## config.mk

```make
export PLATFORM = sky130hd
export DESIGN_NAME = ex_muldiv
export DESIGN_NICKNAME = d
export VERILOG_FILES = /design/src/rtl/ex_muldiv_pkg.sv /design/src/rtl/ex_muldiv_iter.sv /design/src/rtl/ex_muldiv.sv
export SDC_FILE = /design/constraint.sdc
export NUM_CORES = 1
export LEC_CHECK = 0
export ABC_CLOCK_PERIOD_IN_PS = 4300
export BUFFER_PORTS_ARGS = -buffer_cell sky130_fd_sc_hd__buf_2
export CELL_PAD_IN_SITES_DETAIL_PLACEMENT = 1
export CELL_PAD_IN_SITES_GLOBAL_PLACEMENT = 1
export CORE_UTILIZATION = 40
export DETAILED_ROUTE_END_ITERATION = 8
export GPL_ROUTABILITY_DRIVEN = 0
export HOLD_SLACK_MARGIN = 0.06
export PLACE_DENSITY_LB_ADDON = 0.1
export SYNTH_ARGS = -nofsm -noshare
export SYNTH_HDL_FRONTEND = slang
export SYNTH_SLANG_ARGS = --single-unit
```

## constraint.sdc

```tcl
create_clock -name clk -period 4.3 [get_ports clk]
set_input_delay 0.645 -clock clk [delete_from_list [all_inputs] [get_ports clk]]
set_output_delay 0.645 -clock clk [all_outputs]
set_load 0.05 [all_outputs]
```

## src/rtl/ex_muldiv_pkg.sv

```systemverilog
// Shared constants, FSM encoding and operand-signedness helpers for the M-extension unit.
package ex_muldiv_pkg;

    localparam logic [6:0] OPCODE_OP = 7'b0110011;
    localparam logic [6:0] M_FUNCT7  = 7'b0000001;

    localparam logic [2:0] INST_MUL    = 3'd0;
    localparam logic [2:0] INST_MULH   = 3'd1;
    localparam logic [2:0] INST_MULHSU = 3'd2;
    localparam logic [2:0] INST_MULHU  = 3'd3;
    localparam logic [2:0] INST_DIV    = 3'd4;
    localparam logic [2:0] INST_DIVU   = 3'd5;
    localparam logic [2:0] INST_REM    = 3'd6;
    localparam logic [2:0] INST_REMU   = 3'd7;

    typedef enum logic [1:0] {
        ST_IDLE = 2'd0,
        ST_CALC = 2'd1,
        ST_FIX  = 2'd2,
        ST_DONE = 2'd3
    } state_e;

    // All divide/remainder ops have funct3[2] set
    function automatic logic is_div_op(input logic [2:0] f3);
        return f3[2];
    endfunction

    function automatic logic op1_signed(input logic [2:0] f3);
        return (f3 == INST_MULH) || (f3 == INST_MULHSU) || (f3 == INST_DIV) || (f3 == INST_REM);
    endfunction

    function automatic logic op2_signed(input logic [2:0] f3);
        return (f3 == INST_MULH) || (f3 == INST_DIV) || (f3 == INST_REM);
    endfunction

endpackage

```

## src/rtl/ex_muldiv_iter.sv

```systemverilog
// One iteration of the shared datapath: shift-add multiply step or restoring divide step.
// acc holds {high/remainder, low/quotient}.
module ex_muldiv_iter #(
    parameter int unsigned XLEN = 32
) (
    input  logic                is_div,
    input  logic [2*XLEN-1:0]   acc,
    input  logic [XLEN-1:0]     operand,
    output logic [2*XLEN-1:0]   acc_next_c
);

    logic [XLEN:0] add_sum;
    logic [XLEN:0] shifted;
    logic [XLEN:0] diff;

    // Multiply adds into the high half then shifts right; divide shifts left and trial-subtracts
    always_comb begin
        add_sum = {1'b0, acc[2*XLEN-1:XLEN]} + (acc[0] ? {1'b0, operand} : '0);
        shifted = acc[2*XLEN-1:XLEN-1];
        diff    = shifted - {1'b0, operand};
        if (is_div) begin
            if (!diff[XLEN]) begin
                acc_next_c = {diff[XLEN-1:0], acc[XLEN-2:0], 1'b1};
            end else begin
                acc_next_c = {shifted[XLEN-1:0], acc[XLEN-2:0], 1'b0};
            end
        end else begin
            acc_next_c = {add_sum, acc[XLEN-1:1]};
        end
    end

endmodule

```

## src/rtl/ex_muldiv.sv

```systemverilog
// Iterative RV M-extension unit: MUL/MULH/MULHSU/MULHU/DIV/DIVU/REM/REMU with flush abort.
module ex_muldiv
    import ex_muldiv_pkg::*;
#(
    parameter int unsigned XLEN = 32
) (
    input  logic            clk,
    input  logic            rstn,
    input  logic            start_i,
    input  logic [2:0]      funct3_i,
    input  logic [XLEN-1:0] op1_i,
    input  logic [XLEN-1:0] op2_i,
    input  logic [4:0]      rd_addr_i,
    input  logic            flush_i,
    output logic            busy_o,
    output logic            valid_o,
    output logic [XLEN-1:0] result_o,
    output logic [4:0]      rd_addr_o
);

    localparam int unsigned CNT_W = $clog2(XLEN) + 1;
    localparam logic [CNT_W-1:0] CNT_LAST = CNT_W'(XLEN - 1);

    state_e              state, state_next;
    logic [CNT_W-1:0]    cnt;
    logic [2*XLEN-1:0]   acc;
    logic [2*XLEN-1:0]   acc_next;
    logic [XLEN-1:0]     mag2;
    logic [2:0]          funct3_q;
    logic [4:0]          rd_q;
    logic                neg1_q, neg2_q;

    logic                accept;
    logic                neg1, neg2;
    logic [XLEN-1:0]     mag1_in, mag2_in;
    logic                div_zero, div_ovf;
    logic [2*XLEN-1:0]   prod_fix;
    logic [XLEN-1:0]     quo_fix, rem_fix, fix_result;

    ex_muldiv_iter #(.XLEN(XLEN)) u_iter (
        .is_div     (is_div_op(funct3_q)),
        .acc        (acc),
        .operand    (mag2),
        .acc_next_c (acc_next)
    );

    // Request decode: operand magnitudes and division fast-path detection
    always_comb begin
        accept   = (state == ST_IDLE) && start_i && !flush_i;
        neg1     = op1_signed(funct3_i) && op1_i[XLEN-1];
        neg2     = op2_signed(funct3_i) && op2_i[XLEN-1];
        mag1_in  = neg1 ? (-op1_i) : op1_i;
        mag2_in  = neg2 ? (-op2_i) : op2_i;
        div_zero = is_div_op(funct3_i) && (op2_i == '0);
        div_ovf  = ((funct3_i == INST_DIV) || (funct3_i == INST_REM))
                   && (op1_i == {1'b1, {(XLEN-1){1'b0}}}) && (op2_i == '1);
    end

    // State register
    always_ff @(posedge clk or negedge rstn) begin
        if (!rstn) begin
            state <= ST_IDLE;
        end else begin
            state <= state_next;
        end
    end

    // Next-state logic
    always_comb begin
        state_next = state;
        unique case (state)
            ST_IDLE: if (accept) state_next = (div_zero || div_ovf) ? ST_FIX : ST_CALC;
            ST_CALC: if (flush_i) state_next = ST_IDLE;
                     else if (cnt == CNT_LAST) state_next = ST_FIX;
            ST_FIX:  state_next = flush_i ? ST_IDLE : ST_DONE;
            ST_DONE: state_next = ST_IDLE;
            default: state_next = ST_IDLE;
        endcase
    end

    // Operand capture and iteration; fast paths preload final unsigned results with no sign fix
    always_ff @(posedge clk or negedge rstn) begin
        if (!rstn) begin
            cnt      <= '0;
            acc      <= '0;
            mag2     <= '0;
            funct3_q <= '0;
            rd_q     <= '0;
            neg1_q   <= 1'b0;
            neg2_q   <= 1'b0;
        end else if (accept) begin
            cnt      <= '0;
            mag2     <= mag2_in;
            funct3_q <= funct3_i;
            rd_q     <= rd_addr_i;
            if (div_zero) begin
                acc    <= {op1_i, {XLEN{1'b1}}};
                neg1_q <= 1'b0;
                neg2_q <= 1'b0;
            end else if (div_ovf) begin
                acc    <= {{XLEN{1'b0}}, op1_i};
                neg1_q <= 1'b0;
                neg2_q <= 1'b0;
            end else begin
                acc    <= {{XLEN{1'b0}}, mag1_in};
                neg1_q <= neg1;
                neg2_q <= neg2;
            end
        end else if (state == ST_CALC) begin
            acc <= acc_next;
            cnt <= cnt + CNT_W'(1);
        end
    end

    // Sign correction and result selection
    always_comb begin
        prod_fix   = (neg1_q ^ neg2_q) ? (-acc) : acc;
        quo_fix    = (neg1_q ^ neg2_q) ? (-acc[XLEN-1:0]) : acc[XLEN-1:0];
        rem_fix    = neg1_q ? (-acc[2*XLEN-1:XLEN]) : acc[2*XLEN-1:XLEN];
        fix_result = prod_fix[XLEN-1:0];
        unique case (funct3_q)
            INST_MUL:                         fix_result = prod_fix[XLEN-1:0];
            INST_MULH, INST_MULHSU, INST_MULHU: fix_result = prod_fix[2*XLEN-1:XLEN];
            INST_DIV, INST_DIVU:              fix_result = quo_fix;
            default:                          fix_result = rem_fix;
        endcase
    end

    // Registered outputs
    always_ff @(posedge clk or negedge rstn) begin
        if (!rstn) begin
            busy_o    <= 1'b0;
            valid_o   <= 1'b0;
            result_o  <= '0;
            rd_addr_o <= '0;
        end else begin
            busy_o  <= (state_next == ST_CALC) || (state_next == ST_FIX);
            valid_o <= (state == ST_FIX) && !flush_i;
            if ((state == ST_FIX) && !flush_i) begin
                result_o  <= fix_result;
                rd_addr_o <= rd_q;
            end
        end
    end

endmodule

```

==> reports/results.ini, run 1 <==
[run_status]
status = complete, but fails checks
violations = design-rule violations

[power]
p_total_uw = 14800
power_leakage_uw = 0.00707
ir_drop_uv = 310
powerDensity_nw_per_um2 = 908

[critical_path]
crit_top_cell = a21oi_1
critPathTopFamily = compound AO/OA/AOI/OAI gates
cp_data_required_time_ns = 4.66
crit_path_start_kind = register
endpoint_kind = register
r2r-start = acc[0]
cp_max_fo = 16
rr_endpoint = acc[62]
critical_path_class = reg -> reg
cp_slowest_stage_delay_ns = 0.48
critPathBufInv = 2
crit_chain = clkinvlp_4 -> buf_4 -> nor2_1 -> ha_1 -> a21oi_1 -> nand2_1 -> a221o_1 -> or3_1 -> o211ai_1 -> a21oi_1 -> o21ai_0 -> mux2_2 -> a211o_1
reg2reg_slack_ns = 0.30
critPathSlowestCell = dfrtp_1
worstPathArrival_ns = 4.36
ff2ff_path_depth = 13

[route]
post_drt_wl_per_cell_microns = 23.1
drt_wl_total_mm = 56.8
num_vias = 15000
drcViolationCount = 7
ant_nets = 0
drtIter0Drc = 973
first_pass_iters = 7
avgViaCountPerCell = 6.08

[logic_synthesis]
syn_nets = 2071
synth.top_cell.area_share_pct = 26.3
async_flop_share_pct = 100
netlist_instances = 1923
synth-edff-count = 0
synth_cell_types = 79
synthesis.area_sq_um = 14600
ys_warn_count = 0
synth_seq_cells = 153
synth.largest_area_cell = dfrtp_1
syn_area_per_cell_sq_um = 7.58
ys_top_cells_by_area = dfrtp_1 (26%), o21ai_0 (6.8%), nand2_1 (6.4%), xnor2_1 (6.3%), ha_1 (6.0%)
ys_seq_area_share_pct = 26.3
ys.flop_type = dfrtp_1

[floorplanning]
coreArea_sq_um = 35700
placementRows = 69
num_io_pins = 115
fp.dieW_microns = 193
die_y_microns = 193
start_util_pct = 40.8
die_area_sq_um = 37200

[layout]
fin_util_pct = 45.6
final_cell_mix = nand2_1 (248), o21ai_0 (198), a21oi_1 (156), dfrtp_1 (152), nor2_1 (148)
antenna_cells = 0
fillerInstances = 4474
final_common_cell = nand2_1
fin_nets = 2137
drive_gt1_share_pct = 12.5
area_delta_synth_final_pct = 11.8

[clocking]
clk_latency_ns = 0.47
cts.root.buffer_cell = clkbuf_16
cts_made_buffers = 17
cts.htree.levels = 4
numClockSinks = 153
cts_tree = built
clk_pin_slew_ns = 0.07
ctsLongestPathBuffers = 2

[placed_design]
portBuffers = 114
dpl.hpwl_mm = 44.2

[grt]
antenna_found_initial = 0
overflow = 0
grt_pass1_vias = 15300
track_usage_pct = 31.3
grt_first_pass_wirelength_mm = 88.6
grt_max_degree = 91

[timing]
skew_ns = 0.0152
max_freq_ghz = 0.250
tightest_slew_ns = 1.06
maxSlewHeadroom_pct = 29.2
slew_violations = 0
hold_violations = 0
finalSetupTns_ns = 0
setup_viol = 0
finalCritPeriodShare_pct = 93.1
period_minus_slack_ns = 4.00
grt_setup_unrepaired = false

[hold_path]
hp-class = in -> async

[run]
drv_cap = 0

==> logic make-up after synthesis <==
| group | share of synthesized area, % |
|---|---|
| AO/OA/AOI/OAI | 26.3 |
| XOR/XNOR | 11.9 |
| adder cells (fa/ha/maj) | 6.29 |
| buffers and inverters | 5.05 |
| flip-flops | 26.3 |
| multiplexers | 3.39 |
| AND/OR/NAND/NOR | 20.8 |
==> cell usage after synthesis (all sizes together), types with 5 or more instances <==
cell and instances:
or2 13, o21ai 202, nor2 153, or4 14, mux2i 46, a21o 26
a21oi 156, ha 70, nand4b 5, a222oi 6, xor2 93, o21bai 11
clkbuf 112, a221o 7, buf 19, o211ai 8, a221oi 8, a22oi 8
nand3 38, o31ai 30, nand4 23, inv 61, o21a 11, o41ai 13
dfrtp 153, nand2 248, a211oi 31, and2 9, or3 19, a22o 6
xnor2 105, nor2b 11, and3 6, nand2b 25, a21boi 5, o221ai 17
nor3 46, a31oi 24, nor4 15, o22ai 22
==> worst max-delay path by stage <==
stage                      start  endpoint  slack (ns)  depth (start not counted)
after CTS                 acc[0]   acc[62]        0.34                         13
after floorplan           acc[0]   acc[62]        0.84                         14
after global routing      acc[0]   acc[62]        0.07                         13
final                     acc[0]   acc[62]        0.30                         13
after global placement    acc[0]   acc[62]        0.43                         13
after detailed placement  acc[0]   acc[62]        0.34                         13
==> registers in the layout (all words and copies together), names as in the netlist <==
name,cells
rd_addr_o,5
funct3_q,3
result_o,32
cnt,6
neg2_q,1
state,2
valid_o,1
busy_o,1
rd_q,5
neg1_q,1
mag2,32
acc,64
==> layer usage <==
layer  vias to the layer above  share of wire, %  track usage (%)  wire length [microns]
met1                      7387                44             40.5                  25000
met2                       432                48             52.7                  27500
met3                        97               4.6             4.06                   2630
li1                       7063                 -                -                      -
met4                         0               3.0             11.9                   1700
met5                         -                 0                0                      0
==> stage by stage <==
step,setup slack [ns],area (sq um),hold WS [ns],instances
after floorplan,0.841,14600,0.349,1923
after global placement,0.431,15700,0.449,2431
after detailed placement,0.343,15700,0.452,2431
after CTS,0.338,16300,0.174,2463
after global routing,0.0716,16300,0.202,2463
final,0.299,16300,0.151,2463
==> power by group <==
group	internal (uW)	switching [uW]	leakage (uW)	total, uW
Sequential	2090	937	0.00190	3020
Combinational	3760	6530	0.00492	10300
Clock	749	732	0.000255	1480
Total	6590	8200	0.00707	14800
==> worst reg2reg max path: cells and delay by family (launching register included) <==
| family | cells | cell delay (ns) |
|---|---|---|
| adder cells (fa/ha/maj) | 1 | 0.29 |
| flip-flops | 1 | 0.48 |
| multiplexers | 1 | 0.35 |
| AO/OA/AOI/OAI | 6 | 1.58 |
| AND/OR/NAND/NOR | 3 | 0.55 |
| buffers and inverters | 2 | 0.64 |
==> timing repair <==
item / in CTS / in global routing
endpoints found under the setup margin: 0 / 1
hold buffers: 0 / 0
resized for setup: 0 / 1
buffers inserted: 0 / 0
==> final cells by class <==
cell class / instances / area [sq um] / area share (%)
Inverter: 61 / 233 / 1.43
Clock buffer: 18 / 429 / 2.63
Tap cell: 461 / 577 / 3.54
Multi-Input combinational cell: 1578 / 10000 / 61.6
Sequential cell: 153 / 3830 / 23.5
Clock inverter: 14 / 114 / 0.699
Timing Repair Buffer: 178 / 1070 / 6.57
(Power assumes the default switching activity.)
==> inputs of run 2 (changes only) <==
Settings changed: ABC_CLOCK_PERIOD_IN_PS 4300 to not set, CORE_UTILIZATION 40 to 45.
==> run 2 against run 1 <==
The run now ends clean. Die area is 11% lower. Maximum frequency is 1.2% lower. Register-to-register slack worse by 0.05 ns. Sequential power hardly changed. Worst setup slack worse by 0.049 ns. Non-clock buffer count is 11 lower.
==> reports/results.ini, run 2 (synthesis results as in run 1) <==
[run_status]
status = complete, no violations

[clocking]
cts_tree = built
cts_setup_buffers = 0  ; unchanged
cts_made_buffers = 17  ; unchanged
cts.htree.levels = 4  ; unchanged
ctsLongestPathBuffers = 2  ; unchanged
hold_buffers = 0  ; unchanged
clk_latency_ns = 0.46  ; about the same
cts.root.buffer_cell = clkbuf_16
numClockSinks = 153  ; unchanged
clk_pin_slew_ns = 0.07  ; about the same

[layout]
drive_gt1_share_pct = 12.0  ; -0.48 points
top_regs = acc x64, mag2 x32, result_o x32
fin_nets = 2126  ; -0.51%
multi_input_area_sq_um = 10000  ; unchanged
final_cell_mix = nand2_1 (248), o21ai_0 (198), a21oi_1 (156), dfrtp_1 (152), nor2_1 (148)
fin_util_pct = 51.2  ; +5.6 points
seq_area_sq_um = 3830  ; unchanged
area_delta_synth_final_pct = 11.4
final_common_cell = nand2_1
largest_reg_flops = 64  ; unchanged
largest_register = acc
fillerInstances = 3969  ; -11%

[timing]
skew_ns = 0.0117  ; -0.00358 ns
finalCritPeriodShare_pct = 94.2  ; +1.1 points
finalSetupTns_ns = 0  ; unchanged
maxSlewHeadroom_pct = 30.5  ; +1.3 points
setup_viol = 0  ; unchanged
max_freq_ghz = 0.247  ; -1.2%
hold_violations = 0  ; unchanged
period_minus_slack_ns = 4.05  ; +0.0488 ns
grt_setup_unrepaired = false
worst_slack_ns = 0.250  ; -0.0488 ns
slew_violations = 0  ; unchanged
tightest_slew_ns = 1.04  ; -0.0190 ns

[critical_path]
cp_slowest_stage_delay_ns = 0.61  ; +0.13 ns
critPathTopFamily = compound AO/OA/AOI/OAI gates
cp_max_fo = 16  ; unchanged
crit_chain = clkinvlp_4 -> nor2_1 -> ha_1 -> a21oi_1 -> o211ai_1 -> nand4_1 -> a2111oi_0 -> buf_4 -> o211ai_1 -> a21oi_1 -> o21ai_0 -> mux2_2 -> a211o_1
critPathSlowestCell = a2111oi_0
worstPathArrival_ns = 4.40  ; +0.04 ns
endpoint_kind = register
critical_path_class = reg -> reg
crit_path_start_kind = register
cp_data_required_time_ns = 4.65  ; about the same
critPathBufInv = 2  ; unchanged

[power]
powerDensity_nw_per_um2 = 917  ; +1.1%
power_leakage_uw = 0.00707  ; -0.12%
ir_drop_uv = 304  ; -2.0%

[placed_design]
dpl.hpwl_mm = 41.7  ; -5.8%
portBuffers = 114  ; unchanged
pre_cts_slack_ns = 0.218  ; -0.125 ns

[grt]
grt_first_pass_wirelength_mm = 85.7  ; -3.3%
antenna_found_initial = 0  ; unchanged
grt_pass1_vias = 15200  ; -0.47%
grt_max_degree = 72  ; -21%
overflow = 0  ; unchanged
track_usage_pct = 33.0  ; +1.7 points

[route]
num_vias = 15000  ; +0.18%
wl_met2_mm = 26.6  ; -3.0%
post_drt_wl_per_cell_microns = 22.6  ; -2.1%
drtIter0Drc = 1009  ; +3.7%
avgViaCountPerCell = 6.27  ; +3.1%
met1Wirelength_mm = 23.5  ; -6.0%
wl_met3_mm = 2.54  ; -3.5%
first_pass_iters = 5  ; -2
drt_wl_total_mm = 54.0  ; -4.9%
dr.max_layer_used = met4
drcViolationCount = 0  ; -7
ant_nets = 0  ; unchanged

[floorplanning]
coreArea_sq_um = 31700  ; -11%
placementRows = 65  ; -5.8%
die_y_microns = 182  ; -5.7%
die_area_sq_um = 33100  ; -11%
fp.dieW_microns = 182  ; -5.7%
start_util_pct = 45.9  ; +5.2 points
num_io_pins = 115  ; unchanged

[run]
drv_cap = 0  ; unchanged

[hold_path]
hp-class = in -> async

run 2: cell count changes in the layout (fill, tap and decap cells not counted):
cell	previous run	this run
inv_8	0	1
clkinv_2	1	0
inv_6	6	5
buf_12	1	2
clkinvlp_4	5	3
diode_2	0	1
bufinv_16	0	3
buf_4	63	51
run 2: worst paths after layout:
kind | from | to | slack, ns | depth (start not counted)
worst max-delay path | acc[0] | acc[62] | 0.25 | 13
worst min-delay path | rstn | result_o[7] | 0.22 | 1
worst max register to register | acc[0] | acc[62] | 0.25 | 13
worst min register to register | rd_addr_o[0] | rd_addr_o[0] | 0.47 | 2
max in group asynchronous | rstn | mag2[14] | 3.21 | 2
min in group clk | rd_addr_i[3] | rd_q[3] | 0.38 | 3
run 2: routing by layer:
layer  GRT usage (%)  vias up
li1                -     7034
met1            42.2     7425
met2            57.6      462
met3            3.67       85
met4            11.2        0
met5               0        -
run 2: worst reg2reg max path, stage by stage (launching register included):
cell and delay, ns:
dfrtp_1 0.49, clkinvlp_4 0.38, nor2_1 0.31, ha_1 0.20
a21oi_1 0.06, o211ai_1 0.36, nand4_1 0.25, a2111oi_0 0.61
buf_4 0.22, o211ai_1 0.23, a21oi_1 0.22, o21ai_0 0.11
mux2_2 0.28, a211o_1 0.22
run 2: layout make-up:
type                            instances  area share [%]
Clock inverter                         14            1.15
Tap cell                              402            3.10
Inverter                               61            1.43
Timing Repair Buffer                  167            6.16
Antenna cell                            1          0.0154
Multi-Input combinational cell       1578            61.9
Sequential cell                       153            23.6
Clock buffer                           18            2.64
run 2: timing repair:
action / 4_1_cts / 5_1_grt
setup endpoints to repair: 0 / 3
endpoints found under the hold margin: 0 / 0
resized for setup: 0 / 1
run 2: report_power, final:
| group | total (uW) | switching (uW) | internal, uW |
|---|---|---|---|
| combinational | 10200 | 6460 | 3740 |
| sequential | 3040 | 955 | 2090 |
| clock | 1640 | 714 | 929 |
| total | 14900 | 8130 | 6750 |
run 2: through the flow:
stage               power (uW)  instances  area (sq um)  hold WS, ns
detailed placement       13000       2361         15600        0.459
finish                   14900       2394         16200        0.215
CTS                      14700       2393         16200        0.231
global route             15900       2393         16200        0.266
floorplan                 9960       1923         14600        0.349
global placement         12700       2361         15600        0.448
==> inputs of run 3 (changes only) <==
Settings changed: REMOVE_ABC_BUFFERS set to 1.
==> run 3 against run 2 <==
Worst setup slack gained 0.019 ns. Clock skew is essentially flat. Utilization grew 0.055 points. Sequential share of layout area is essentially flat. Maximum frequency grew 0.48%. Routed wire length shrank 2.4%. Register-to-register slack gained 0.02 ns. Power shrank 1.2%. Hold slack gained 0.0056 ns. Critical path depth grew 1. Critical path type unchanged. Largest power group unchanged. Highest routed layer unchanged.
==> reports/results.ini, run 3 (synthesis results as in run 1) <==
[grt]
grt_max_degree = 73  ; +1.4%
track_usage_pct = 32.2  ; -0.80 points
overflow = 0  ; unchanged
grt_pass1_vias = 15200  ; -0.18%
antenna_found_initial = 0  ; unchanged
grt_first_pass_wirelength_mm = 83.6  ; -2.5%

[layout]
largest_reg_flops = 64  ; unchanged
largest_register = acc
drive_gt1_share_pct = 12.3  ; +0.31 points
top_regs = acc x64, mag2 x32, result_o x32
final_cell_mix = nand2_1 (248), o21ai_0 (198), a21oi_1 (156), dfrtp_1 (152), nor2_1 (148)
area_delta_synth_final_pct = 11.5
fin_nets = 2133  ; +0.33%
final_area_sq_um = 16200  ; +0.11%
final_common_cell = nand2_1
stdcell_count = 2401  ; +0.29%

[critical_path]
cp_max_fo = 16  ; unchanged
worstPathArrival_ns = 4.36  ; -0.04 ns
endpoint_kind = register
crit_path_start_kind = register
critical_path_class = reg -> reg
cp_data_required_time_ns = 4.63  ; -0.02 ns

[timing]
period_minus_slack_ns = 4.03  ; -0.0192 ns
tightest_slew_ns = 1.01  ; -0.0279 ns
slew_violations = 0  ; unchanged
grt_setup_unrepaired = false
setup_viol = 0  ; unchanged
hold_violations = 0  ; unchanged
maxSlewHeadroom_pct = 32.0  ; +1.5 points
finalCritPeriodShare_pct = 93.7  ; -0.45 points
max_freq_ghz = 0.248  ; +0.48%
whs_ns = 0.221  ; +0.00558 ns
finalSetupTns_ns = 0  ; unchanged
skew_ns = 0.0114  ; -0.000273 ns

[clocking]
cts.root.buffer_cell = clkbuf_16
cts.htree.levels = 4  ; unchanged
cts_tree = built
clk_pin_slew_ns = 0.06  ; about the same
numClockSinks = 153  ; unchanged
clk_latency_ns = 0.44  ; -0.02 ns
cts_setup_buffers = 0  ; unchanged
ctsLongestPathBuffers = 2  ; unchanged
cts_made_buffers = 17  ; unchanged

[floorplanning]
coreArea_sq_um = 31700  ; unchanged
start_util_pct = 45.9  ; unchanged
die_y_microns = 182  ; unchanged
placementRows = 65  ; unchanged
fp.dieW_microns = 182  ; unchanged
num_io_pins = 115  ; unchanged
die_area_sq_um = 33100  ; unchanged

[power]
powerDensity_nw_per_um2 = 905  ; -1.3%
p_total_uw = 14700  ; -1.2%
pwr-share-seq_pct = 20.1  ; -0.3 points
ir_drop_uv = 345  ; +14%
power.share.clock_pct = 10.6  ; -0.4 points
p_comb_share_pct = 69.3  ; +0.8 points
p_int_uw = 6750  ; about the same
power.net_switching_uw = 7950  ; -2.2%
p_sw_share_pct = 54.1  ; -0.55 points
power_leakage_uw = 0.00709  ; +0.39%

[placed_design]
placedInstanceArea_sq_um = 15600  ; +0.26%
dpl.hpwl_mm = 41.2  ; -1.1%
placed_cells = 2368  ; +0.30%
portBuffers = 114  ; unchanged

[hold_path]
hp-class = in -> async

[run]
drv_cap = 0  ; unchanged

[route]
ant_nets = 0  ; unchanged
post_drt_wl_per_cell_microns = 22.0  ; -2.7%
avgViaCountPerCell = 6.21  ; -0.96%
drcViolationCount = 0  ; unchanged
drtIter0Drc = 895  ; -11%
drt_wl_total_mm = 52.7  ; -2.4%
first_pass_iters = 5  ; unchanged
num_vias = 14900  ; -0.67%

[run_status]
status = complete, no violations

run 3: changes by cell type in the layout (fill, tap and decap cells not counted), moves of 3 or more:
| cell | previous run | this run |
|---|---|---|
| clkinv_2 | 0 | 4 |
| inv_6 | 5 | 0 |
| clkbuf_8 | 0 | 3 |
| buf_4 | 51 | 59 |
run 3: layout make-up:
| cell class | instances | area (sq um) |
|---|---|---|
| fillers | 4024 | 15500 |
| multi-input cells | 1578 | 10000 |
| flip-flops and latches | 153 | 3830 |
| repair buffers | 174 | 1040 |
| well taps | 402 | 503 |
| clock buffers | 21 | 470 |
| inverters | 61 | 233 |
| clock inverters | 11 | 121 |
| diodes | 1 | 2.50 |
run 3: power groups by stage:
stage	Sequential, uW	Clock, uW	Combinational [uW]
after detailed placement	2960	0	9980
after global placement	2920	0	9690
after global routing	3050	1620	11100
after floorplan	3370	0	6410
final	2960	1560	10200
after CTS	2940	1570	10100
run 3: timing repair:
| action | in CTS | in global routing |
|---|---|---|
| gates resized for setup | 0 | 2 |
| endpoints found under the hold margin | 0 | 0 |
| hold buffers | 0 | 0 |
| endpoints found under the setup margin | 0 | 4 |
run 3: path summary, 6_finish.rpt:
check | start | slack, ns | endpoint | depth (start not counted)
hold / removal | rstn | 0.22 | result_o[9] | 1
setup reg to reg | acc[0] | 0.27 | acc[62] | 14
min in group clk | rd_addr_i[4] | 0.39 | rd_q[4] | 3
max in group asynchronous | rstn | 3.17 | mag2[31] | 2
setup / recovery | acc[0] | 0.27 | acc[62] | 14
hold reg to reg | result_o[7] | 0.47 | result_o[7] | 2
run 3: stage by stage:
step           util, %  setup slack [ns]
4_1_cts           51.2             0.207
3_5_place_dp      49.3             0.260
5_1_grt           51.2            0.0643
6_report          51.2             0.269
2_1_floorplan        -             0.232
3_3_place_gp      49.3             0.416
run 3: worst max-delay path: stages, from the launching register on:
cell and delay, ns:
dfrtp_1 0.48, clkinvlp_4 0.37, buf_4 0.27, buf_4 0.18, nor2_1 0.15, ha_1 0.32
nand2_1 0.11, nor2_1 0.05, a221o_1 0.30, or3_1 0.32, o211ai_1 0.43, a21oi_1 0.15
o21ai_0 0.20, mux2_2 0.36, a211o_1 0.22
run 3: metal layers:
| metal | wire length, microns | up-vias | track usage (%) |
|---|---|---|---|
| li1 | - | 7059 | - |
| met1 | 23600 | 7278 | 41.8 |
| met2 | 24700 | 455 | 54.2 |
| met3 | 2560 | 113 | 4.05 |
| met4 | 1910 | 0 | 13.0 |
| met5 | 0 | - | 0 |
